$ cat src/rtl/hu_audiodec_dma_seq.sv
// hu_audiodec_dma_seq: chunked DMA sequencer for the HU audio decoder tile.
// Latches the transfer configuration on conf_done, then for each chunk issues a
// DMA read request, streams the read words to the datapath, issues a DMA write
// request and streams the datapath results back out. Pulses acc_done at the end.
// Ports:
//   clk, rst (synchronous, active-low), conf_done, conf_info_* : control/config
//   dma_read_ctrl_*  / dma_read_chnl_*  : DMA read request and read data
//   dma_write_ctrl_* / dma_write_chnl_* : DMA write request and write data
//   cmp_in_* / cmp_out_*                : words to / results from the datapath
//   acc_done : one-cycle completion pulse; debug : status word
// Optional feature macro: HU_AUDIODEC_SEQ_DEBUG_EN (drives debug with state,
// completed-chunk count and beat; without it debug is tied to zero).
module hu_audiodec_dma_seq (
  input  logic        clk,
  input  logic        rst,
  input  logic        conf_done,
  input  logic [31:0] conf_info_src_offset,
  input  logic [31:0] conf_info_dst_offset,
  input  logic [31:0] conf_info_num_words,
  input  logic [15:0] conf_info_chunk_words,
  output logic        dma_read_ctrl_valid,
  input  logic        dma_read_ctrl_ready,
  output logic [31:0] dma_read_ctrl_data_index,
  output logic [31:0] dma_read_ctrl_data_length,
  output logic [2:0]  dma_read_ctrl_data_size,
  input  logic        dma_read_chnl_valid,
  output logic        dma_read_chnl_ready,
  input  logic [31:0] dma_read_chnl_data,
  output logic        dma_write_ctrl_valid,
  input  logic        dma_write_ctrl_ready,
  output logic [31:0] dma_write_ctrl_data_index,
  output logic [31:0] dma_write_ctrl_data_length,
  output logic [2:0]  dma_write_ctrl_data_size,
  output logic        dma_write_chnl_valid,
  input  logic        dma_write_chnl_ready,
  output logic [31:0] dma_write_chnl_data,
  output logic        cmp_in_valid,
  input  logic        cmp_in_ready,
  output logic [31:0] cmp_in_data,
  input  logic        cmp_out_valid,
  output logic        cmp_out_ready,
  input  logic [31:0] cmp_out_data,
  output logic        acc_done,
  output logic [31:0] debug
);

  localparam int unsigned DW = 32;
  localparam int unsigned LW = 16;
  localparam logic [2:0]  DMA_SIZE_WORD = 3'b010;

  typedef enum logic [2:0] {
    S_IDLE    = 3'd0,
    S_RD_REQ  = 3'd1,
    S_RD_DATA = 3'd2,
    S_WR_REQ  = 3'd3,
    S_WR_DATA = 3'd4,
    S_DONE    = 3'd5
  } state_t;

  state_t        state_q, state_d;
  logic [DW-1:0] src_q, dst_q, remaining_q, offset_q;
  logic [LW-1:0] chunk_q, beat_q, cur_len;
  logic          rd_fire, wr_fire, last_beat;

  // Current chunk length: the configured chunk, or whatever is left if smaller.
  assign cur_len   = (remaining_q < DW'(chunk_q)) ? remaining_q[LW-1:0] : chunk_q;
  assign rd_fire   = (state_q == S_RD_DATA) && dma_read_chnl_valid && cmp_in_ready;
  assign wr_fire   = (state_q == S_WR_DATA) && cmp_out_valid && dma_write_chnl_ready;
  assign last_beat = (beat_q == LW'(1));

  // Data words pass straight through; only the handshakes are gated by state.
  assign cmp_in_data              = dma_read_chnl_data;
  assign dma_write_chnl_data      = cmp_out_data;
  assign dma_read_ctrl_data_size  = DMA_SIZE_WORD;
  assign dma_write_ctrl_data_size = DMA_SIZE_WORD;

  // State register.
  always_ff @(posedge clk) begin
    if (!rst) state_q <= S_IDLE;
    else      state_q <= state_d;
  end

  // Next-state logic.
  always_comb begin
    state_d = state_q;
    case (state_q)
      S_IDLE:    if (conf_done)
                   state_d = (conf_info_num_words == '0) ? S_DONE : S_RD_REQ;
      S_RD_REQ:  if (dma_read_ctrl_ready) state_d = S_RD_DATA;
      S_RD_DATA: if (rd_fire && last_beat) state_d = S_WR_REQ;
      S_WR_REQ:  if (dma_write_ctrl_ready) state_d = S_WR_DATA;
      S_WR_DATA: if (wr_fire && last_beat)
                   state_d = (remaining_q == DW'(cur_len)) ? S_DONE : S_RD_REQ;
      S_DONE:    state_d = S_IDLE;
      default:   state_d = S_IDLE;
    endcase
  end

  // Output decode: every handshake is low outside its own state.
  always_comb begin
    dma_read_ctrl_valid        = 1'b0;
    dma_read_ctrl_data_index   = '0;
    dma_read_ctrl_data_length  = '0;
    dma_write_ctrl_valid       = 1'b0;
    dma_write_ctrl_data_index  = '0;
    dma_write_ctrl_data_length = '0;
    dma_read_chnl_ready        = 1'b0;
    cmp_in_valid               = 1'b0;
    dma_write_chnl_valid       = 1'b0;
    cmp_out_ready              = 1'b0;
    acc_done                   = 1'b0;
    case (state_q)
      S_RD_REQ: begin
        dma_read_ctrl_valid       = 1'b1;
        dma_read_ctrl_data_index  = src_q + offset_q;
        dma_read_ctrl_data_length = DW'(cur_len);
      end
      S_RD_DATA: begin
        cmp_in_valid        = dma_read_chnl_valid;
        dma_read_chnl_ready = cmp_in_ready;
      end
      S_WR_REQ: begin
        dma_write_ctrl_valid       = 1'b1;
        dma_write_ctrl_data_index  = dst_q + offset_q;
        dma_write_ctrl_data_length = DW'(cur_len);
      end
      S_WR_DATA: begin
        dma_write_chnl_valid = cmp_out_valid;
        cmp_out_ready        = dma_write_chnl_ready;
      end
      S_DONE:  acc_done = 1'b1;
      default: ;
    endcase
  end

  // Transfer bookkeeping: latched config, progress and per-chunk beat count.
  always_ff @(posedge clk) begin
    if (!rst) begin
      src_q       <= '0;
      dst_q       <= '0;
      remaining_q <= '0;
      offset_q    <= '0;
      chunk_q     <= '0;
      beat_q      <= '0;
    end else begin
      case (state_q)
        S_IDLE: if (conf_done) begin
          src_q       <= conf_info_src_offset;
          dst_q       <= conf_info_dst_offset;
          remaining_q <= conf_info_num_words;
          chunk_q     <= (conf_info_chunk_words == '0) ? LW'(1) : conf_info_chunk_words;
          offset_q    <= '0;
          beat_q      <= '0;
        end
        S_RD_REQ:  if (dma_read_ctrl_ready) beat_q <= cur_len;
        S_RD_DATA: if (rd_fire) beat_q <= beat_q - LW'(1);
        S_WR_REQ:  if (dma_write_ctrl_ready) beat_q <= cur_len;
        S_WR_DATA: if (wr_fire) begin
          beat_q <= beat_q - LW'(1);
          if (last_beat) begin
            offset_q    <= offset_q + DW'(cur_len);
            remaining_q <= remaining_q - DW'(cur_len);
          end
        end
        default: ;
      endcase
    end
  end

`ifdef HU_AUDIODEC_SEQ_DEBUG_EN
  logic [11:0] chunk_cnt_q;

  // Completed-chunk counter, cleared at each new transfer; wraps at 4096.
  always_ff @(posedge clk) begin
    if (!rst)                                chunk_cnt_q <= '0;
    else if (state_q == S_IDLE && conf_done) chunk_cnt_q <= '0;
    else if (wr_fire && last_beat)           chunk_cnt_q <= chunk_cnt_q + 12'(1);
  end

  assign debug = {4'(state_q), chunk_cnt_q, beat_q};
`else
  assign debug = '0;
`endif

endmodule
$ cat config.mk
export PLATFORM = sky130hd
export DESIGN_NAME = hu_audiodec_dma_seq
export DESIGN_NICKNAME = d
export VERILOG_FILES = /design/src/rtl/hu_audiodec_dma_seq.sv
export SDC_FILE = /design/constraint.sdc
export NUM_CORES = 1
export LEC_CHECK = 0
export ABC_AREA = 1
export CORE_MARGIN = 3
export CORE_UTILIZATION = 46
export CTS_BUF_LIST = sky130_fd_sc_hd__clkbuf_4 sky130_fd_sc_hd__clkbuf_8 sky130_fd_sc_hd__clkbuf_16
export DETAILED_ROUTE_END_ITERATION = 8
export PLACE_DENSITY = 0.88
export RECOVER_POWER = 25
export SYNTH_ARGS = -nofsm -noshare
export SYNTH_HDL_FRONTEND = slang
export SYNTH_SLANG_ARGS = --single-unit
$ cat constraint.sdc
create_clock -name clk -period 3 [get_ports clk]
set_input_delay 0.9 -clock clk [delete_from_list [all_inputs] [get_ports clk]]
set_output_delay 0.9 -clock clk [all_outputs]
set_load 0.02 [all_outputs]
==> flow_summary.json, run 1 <==
{
  "outcome": "did not finish",
  "haltStage": "global routing (5_1_grt)",
  "error": "[ERROR GRT-0232] Routing congestion too high. Check the congestion heatmap in the GUI.",
  "grt_max_degree": 98,
  "worst-ep-kind": "top-level output",
  "initial_core_util": 0.467,
  "synthDistinctLibCells": 42,
  "cts-buffers-inserted": 17,
  "ys.flop_type": "dfxtp_1",
  "io_buffers": 223,
  "grt_usage": 0.712,
  "ys_seq_elements": 163,
  "pin_count": 422,
  "dp_hpwl_um": 47200,
  "dp_cells": 3593,
  "synthTopCellsByArea": "dfxtp_1 (21%), nand2_1 (18%), ha_1 (9.2%)",
  "syn_avg_cell_area_um2": 5.95,
  "synth_top_area_frac": 0.208,
  "postCtsHoldBufs": 0,
  "gp_congestion": 1.02,
  "syn_inst": 2642,
  "syn_area_mm2": 0.0157,
  "grt-worst-endpoint": "dma_write_ctrl_data_length[12]",
  "die_y_um": 191,
  "h-tree-depth": 4,
  "rows": 67,
  "synthArstFlopShare": 0,
  "yosysSeqAreaShare": 0.208,
  "clock-sinks": 163,
  "cts_root_buf": "clkbuf_16",
  "yosys_warnings": 0,
  "yosysTopAreaCell": "dfxtp_1",
  "cts_max_path_buffers": 2,
  "grt_overflow": 17,
  "synth_edf_count": 0,
  "fp.dieW_um": 191
}
[metal layers]
| metal | GRT overflow | GRT usage |
|---|---|---|
| met2 | 11 | 0.863 |
| met1 | 0 | 0.684 |
| met3 | 0 | 0.608 |
| met5 | 0 | 0.301 |
| met4 | 6 | 0.720 |
[logic make-up after synthesis]
kind of cell | after synthesis | share of synthesized area
AOI/OAI and AO/OA | 471 | 0.162
buffers and inverters | 505 | 0.157
DFF | 163 | 0.208
xor gates and xnor gates | 26 | 0.0145
other | 2 | 0.000478
and+or+nand+nor | 1356 | 0.362
adders and majority gates | 119 | 0.0967
[metrics by stage]
step,setup TNS (ps),worst slack (ps),utilization,area (µm²),hold slack [ps]
2_1_floorplan,0,7.99,-,16000,449
3_3_place_gp,-43100,-434,0.616,20700,458
3_5_place_dp,-52040,-547,0.616,20700,464
4_1_cts,-20970,-309,0.746,25100,476
[synth_stat cells (2+ instances only)]
master,count
o21bai_1,9
clkbuf_1,38
xor2_1,21
a211oi_1,16
nand2_4,8
nand3b_1,8
inv_2,15
o21ai_1,17
nor2_2,4
inv_1,290
nor2_1,324
or2_0,2
a31oi_1,12
buf_2,18
o21ai_0,94
ha_1,115
buf_4,142
nor4_1,15
dfxtp_1,163
nand2_1,749
nand2_2,16
a21o_1,4
nand3_2,2
or2_2,4
nor3b_1,2
nand4_1,32
o21a_1,7
nand3_1,147
a21oi_1,279
fa_1,4
a22oi_1,27
nor3_1,35
nor2_4,5
xnor2_1,5
a21boi_0,4
conb_1,2
a21oi_2,2
[repair_timing]
action,4_1_cts
setup endpoints to repair,162
buffers inserted,60
resized for setup,1285
pin swaps,189
cloned,3
==> inputs of run 2 (changes only) <==
--- a/config.mk
+++ b/config.mk
@@ -7,10 +7,9 @@
 export LEC_CHECK = 0
 export ABC_AREA = 1
 export CORE_MARGIN = 3
-export CORE_UTILIZATION = 46
-export CTS_BUF_LIST = sky130_fd_sc_hd__clkbuf_4 sky130_fd_sc_hd__clkbuf_8 sky130_fd_sc_hd__clkbuf_16
+export CORE_UTILIZATION = 40
 export DETAILED_ROUTE_END_ITERATION = 8
-export PLACE_DENSITY = 0.88
+export PLACE_DENSITY_LB_ADDON = 0.15
 export RECOVER_POWER = 25
 export SYNTH_ARGS = -nofsm -noshare
 export SYNTH_HDL_FRONTEND = slang
==> constraint.sdc (replaced) <==
create_clock -name clk -period 3.9 [get_ports clk]
set_input_delay 1.17 -clock clk [delete_from_list [all_inputs] [get_ports clk]]
set_output_delay 1.17 -clock clk [all_outputs]
set_load 0.02 [all_outputs]
==> flow_summary.json, run 2 <==
{
  "clock-sinks": 163,
  "h-tree-depth": 4,
  "cts-buffers-inserted": 17,
  "pwr-share-seq": 0.205,
  "synthTopCellsByCount": "nand2_1 (749), nor2_1 (324), inv_1 (290), a21oi_1 (279), dfxtp_1 (163)",
  "initial_core_util": 0.411,
  "yosysTopAreaCell": "dfxtp_1",
  "clock_skew_ps": 15.0,
  "cts.clk_slew.worst_paths_ps": 70,
  "crit_chain": "ha_1 > or2_2 > and2_1 > nand2_1 > nand2_2 > a21oi_1 > clkdlybuf4s50_1",
  "drtPass1Iterations": 5,
  "vias": 17240,
  "drive_gt1_frac": 0.121,
  "first_iter_violations": 1323,
  "rows": 71,
  "max_slew_margin": 0.0155,
  "clkPwrFrac": 0.166,
  "synth_top_area_frac": 0.208,
  "max_freq_mhz": 264,
  "finalCriticalPeriod_ps": 3790,
  "grt_pass1_vias": 16378,
  "insertion_delay_ps": 470,
  "yosys_warnings": 0,
  "dp_cells": 3326,
  "final_cell_mix": "nand2_1 (731), nor2_1 (311), inv_1 (287)",
  "syn_area_mm2": 0.0157,
  "cp_slowest_stage_delay_ps": 650,
  "tightest_slew_ps": 1480,
  "p_comb_frac": 0.629,
  "cp.arrival_ps": 2620,
  "cp-end-kind": "primary output",
  "yosysSeqAreaShare": 0.208,
  "peakVddDrop_mv": 0.362,
  "dp_hpwl_um": 46200,
  "routed_wirelength_um": 57200,
  "drv_cap": 0,
  "cp.required_ps": 2730,
  "finalMaxSlewViolations": 0,
  "path_class": "register to primary output",
  "nets": 3145,
  "fin_util": 0.497,
  "synth_edf_count": 0,
  "design.core.area_mm2": 0.0382,
  "critPathSlowestCell": "clkdlybuf4s50_1",
  "finalHoldViolations": 0,
  "rsz0062_at_grt": "true",
  "ys.flop_type": "dfxtp_1",
  "fp.dieW_um": 204,
  "grt_pass1_wl_um": 88400,
  "setup_violations": 0,
  "grt_usage": 0.268,
  "syn2layout_area_growth_pct": 20.8,
  "cts_max_path_buffers": 2,
  "dieArea_mm2": 0.0417,
  "die_y_um": 204,
  "p_leak_nw": 8.95,
  "instances_no_fill": 3365,
  "crit_fanout": 4,
  "via_per_inst": 5.12,
  "synthDistinctLibCells": 42,
  "postCtsHoldBufs": 0,
  "grt_max_degree": 90,
  "powerDensity_mw_per_mm2": 577,
  "final_antenna_net_count": 0,
  "io_buffers": 223,
  "fin_crit_sh": 0.971,
  "critPathTopFamily": "buffers and inverters",
  "path_buf_inv": 1,
  "switchingPower_w": 0.00573,
  "intPower_w": 0.00523,
  "synthTopCellsByArea": "dfxtp_1 (21%), nand2_1 (18%), ha_1 (9.2%)",
  "layout_commonest_cell": "nand2_1",
  "synth_most_common_cell": "nand2_1",
  "route.detailed.drc": 0,
  "synthArstFlopShare": 0,
  "hp-class": "register to register",
  "wire_per_inst_um": 17.0,
  "gp_congestion": 0.956,
  "syn_inst": 2642,
  "cts_root_buf": "clkbuf_16",
  "cts_tree": "built",
  "syn_avg_cell_area_um2": 5.95,
  "antenna_cells": 0,
  "sw_frac_of_total": 0.523,
  "cp-start-kind": "register",
  "finalSetupTns_ps": 0,
  "antenna_found_initial": 0,
  "pin_count": 422,
  "holdWs_ps": 472,
  "grt_overflow": 0,
  "outcome": "complete, no violations",
  "ys_seq_elements": 163
}
[run 2: cell counts after synthesis]
Identical to the previous run, type by type.
[run 2: worst paths after layout]
kind                                                   start                           end  slack [ps]  cells after the start
worst max-delay path                offset_q[2]$_SDFFE_PN0P_  dma_write_ctrl_data_index[7]         110                      7
worst max register to register  remaining_q[26]$_SDFFE_PN0P_  remaining_q[20]$_SDFFE_PN0P_         300                     24
worst min register to register        dst_q[28]$_SDFFE_PN0P_        dst_q[28]$_SDFFE_PN0P_         470                      2
worst min-delay path                  dst_q[28]$_SDFFE_PN0P_        dst_q[28]$_SDFFE_PN0P_         470                      2
[run 2: cell families after synthesis]
family                   after synthesis  share of synthesized area
AO/OA/AOI/OAI                        471                      0.162
XOR/XNOR                              26                     0.0145
AND/OR/NAND/NOR                     1356                      0.362
other                                  2                   0.000478
buffers and inverters                505                      0.157
adder cells (fa/ha/maj)              119                     0.0967
flip-flops                           163                      0.208
[run 2: area by class of cell]
cell class                 count  area, µm²
clock buffer                  17        425
timing repair buffer         311       2660
tap                          511        639
inverter                     306       1150
fill                        4106      19200
sequential                   163       3290
multi-input combinational   2042      10600
clock inverter                15        189
[run 2: what timing repair did]
item / CTS / global route
resized for setup: 176 / 188
gates cloned: 0 / 0
setup buffers: 2 / 5
setup endpoints to repair: 89 / 110
pin swaps: 3 / 7
[run 2: worst min-delay path: cells and delay by family, from the launching register on]
kind / cells / cell delay [ps]
simple gates: 1 / 60
compound gates: 1 / 50
flops: 1 / 320
[run 2: power groups by stage]
stage / sequential (W) / clock (W) / combinational, W
finish: 0.00224 / 0.00182 / 0.00690
global route: 0.00228 / 0.00192 / 0.00771
CTS: 0.00223 / 0.00186 / 0.00675
detailed placement: 0.00227 / 0 / 0.00669
global placement: 0.00226 / 0 / 0.00665
floorplan: 0.00219 / 0 / 0.00473
[run 2: per-layer routing]
metal | global-route usage | wire length (µm)
met1 | 0.332 | 24700
met2 | 0.476 | 28400
met3 | 0.0398 | 2670
met4 | 0.0838 | 1430
met5 | 0 | 0
[run 2: per-stage QoR]
stage                     cell area [µm²]  setup slack [ps]  total power [W]
after floorplan                     16000               656          0.00692
after global placement              18200              44.0          0.00891
after detailed placement            18200             -3.97          0.00895
after CTS                           18900             -3.69           0.0108
after global routing                19000             -24.8           0.0119
final                               19000               115           0.0110
No activity file was read; power rests on OpenSTA's default activity.
==> inputs of run 3 (changes only) <==
--- a/config.mk
+++ b/config.mk
@@ -8,6 +8,7 @@
 export ABC_AREA = 1
 export CORE_MARGIN = 3
 export CORE_UTILIZATION = 40
+export CTS_BUF_LIST = sky130_fd_sc_hd__clkbuf_2 sky130_fd_sc_hd__clkbuf_4 sky130_fd_sc_hd__clkbuf_8
 export DETAILED_ROUTE_END_ITERATION = 8
 export PLACE_DENSITY_LB_ADDON = 0.15
 export RECOVER_POWER = 25
==> constraint.sdc (replaced) <==
create_clock -name clk -period 3.9 [get_ports clk]
set_input_delay 1.17 -clock clk [delete_from_list [all_inputs] [get_ports clk]]
set_output_delay 1.17 -clock clk [all_outputs]
set_load 0.05 [all_outputs]
==> flow_summary.json, run 3 (synthesized netlist as in run 2, its figures left out) <==
{
  "outcome": "complete, no violations",
  "pin_count": 422,
  "finalSetupTns_ps": 0,
  "hp-class": "register to register",
  "layout_commonest_cell": "nand2_1",
  "cts_root_buf": "clkbuf_8",
  "clock_skew_ps": 22.4,
  "routed_wirelength_um": 58700,
  "nets": 3136,
  "gp_congestion": 0.967,
  "crit_start": "remaining_q[15]$_SDFFE_PN0P_",
  "rsz0062_at_grt": "true",
  "finalHoldViolations": 0,
  "wire_per_inst_um": 17.5,
  "cts-buffers-inserted": 17,
  "dieArea_mm2": 0.0417,
  "cp-end-kind": "primary output",
  "initial_core_util": 0.411,
  "antenna_cells": 0,
  "grt_overflow": 0,
  "design.core.area_mm2": 0.0382,
  "r2r_cells": 20,
  "via_per_inst": 5.22,
  "crit_fanout": 8,
  "cp.required_ps": 2730,
  "finalCriticalPeriod_ps": 3870,
  "setup_violations": 0,
  "min_from": "src_q[19]$_SDFFE_PN0P_",
  "p_leak_nw": 9.03,
  "cp-start-kind": "register",
  "tightest_slew_ps": 1280,
  "cts_max_path_buffers": 2,
  "cp.arrival_ps": 2700,
  "path_class": "register to primary output",
  "syn2layout_area_growth_pct": 30.9,
  "p_total_w": 0.0116,
  "r2r_slack_ps": 180,
  "worstHoldEndpoint": "src_q[19]$_SDFFE_PN0P_",
  "vias": 17526,
  "insertion_delay_ps": 530,
  "cts_tree": "built",
  "postCtsHoldBufs": 0,
  "grt_max_degree": 89,
  "rr_endpoint": "state_q[2]$_SDFFE_PN0P_",
  "powerDensity_mw_per_mm2": 564,
  "final_cell_mix": "nand2_1 (716), inv_1 (280), nor2_1 (265)",
  "clock-sinks": 163,
  "max_freq_mhz": 258,
  "dp_cells": 3293,
  "worst_slack_ps": 29.7,
  "rows": 71,
  "peakVddDrop_mv": 0.383,
  "finalMaxSlewViolations": 0,
  "drv_cap": 0,
  "io_buffers": 223,
  "grt_pass1_vias": 16224,
  "drtPass1Iterations": 7,
  "max_slew_margin": 0.145,
  "antenna_found_initial": 0,
  "hold_depth": 2,
  "drive_gt1_frac": 0.169,
  "first_iter_violations": 1378,
  "route.detailed.drc": 0,
  "die_y_um": 204,
  "grt_pass1_wl_um": 87600,
  "holdWs_ps": 482,
  "cts.clk_slew.worst_paths_ps": 110,
  "r2r-start": "chunk_q[14]$_SDFFE_PN0P_",
  "h-tree-depth": 4,
  "grt_usage": 0.266,
  "dp_hpwl_um": 46900,
  "fin_crit_sh": 0.992,
  "instances_no_fill": 3356,
  "fp.dieW_um": 204,
  "pre_cts_ws_ps": 242,
  "final_antenna_net_count": 0
}
-- run 3: changes by cell type in the layout (fill, tap and decap cells not counted), moves of 24 or more --
cell,before,now
nor2_2,16,48
nor2_1,311,265
clkbuf_2,42,0
buf_12,5,87
ha_4,10,34
-- run 3: per-layer routing --
layer / vias to the layer above / wire, µm / GRT usage
li1: 8768 / - / -
met1: 7998 / 24400 / 0.323
met2: 630 / 29000 / 0.472
met3: 130 / 3110 / 0.0443
met4: 0 / 2170 / 0.0966
met5: - / 0 / 0
-- run 3: timing repair --
action / 4_1_cts / 5_1_grt
gates resized for setup: 94 / 200
buffers inserted: 8 / 20
pin swaps: 8 / 29
cloned: 0 / 3
endpoints found under the setup margin: 68 / 91
-- run 3: worst max-delay path by stage --
stage	end	slack (ps)	cells after the start
after floorplan	dma_write_ctrl_data_index[19]	30	11
after global placement	dma_write_ctrl_data_index[19]	220	13
after detailed placement	dma_write_ctrl_data_index[19]	240	13
after CTS	dma_write_ctrl_data_length[5]	-60	12
after global routing	dma_read_ctrl_data_length[13]	-120	8
final	dma_read_ctrl_data_length[14]	30	11
-- run 3: where the power goes --
part / leakage, nW / internal [W] / switching, W
logic: 7.47 / 0.00267 / 0.00524
registers: 1.35 / 0.00197 / 0.000290
clock network: 0.215 / 0.000653 / 0.000765
total: 9.03 / 0.00530 / 0.00630
-- run 3: area by class of cell --
type / count / area [µm²]
clock inverter: 15 / 195
clock buffer: 17 / 234
tap: 511 / 639
fill: 3875 / 17600
inverter: 306 / 1150
sequential: 163 / 3330
timing repair buffer: 301 / 3760
multi-input combinational: 2043 / 11200
-- run 3: critical path: stages (launching register included) --
cell and delay (ps):
dfxtp_1 400, ha_4 230, a21oi_2 140, o21a_1 180
nand2_2 80, nor2_4 130, buf_4 160, buf_8 130
nand3_1 200, nand2_4 190, nor2_2 90, buf_12 230
-- run 3: per-stage QoR --
stage	util	cell area, µm²
final	0.538	20600
after global routing	0.538	20600
after CTS	0.511	19500
after detailed placement	0.491	18800
after global placement	0.491	18800
after floorplan	-	16000
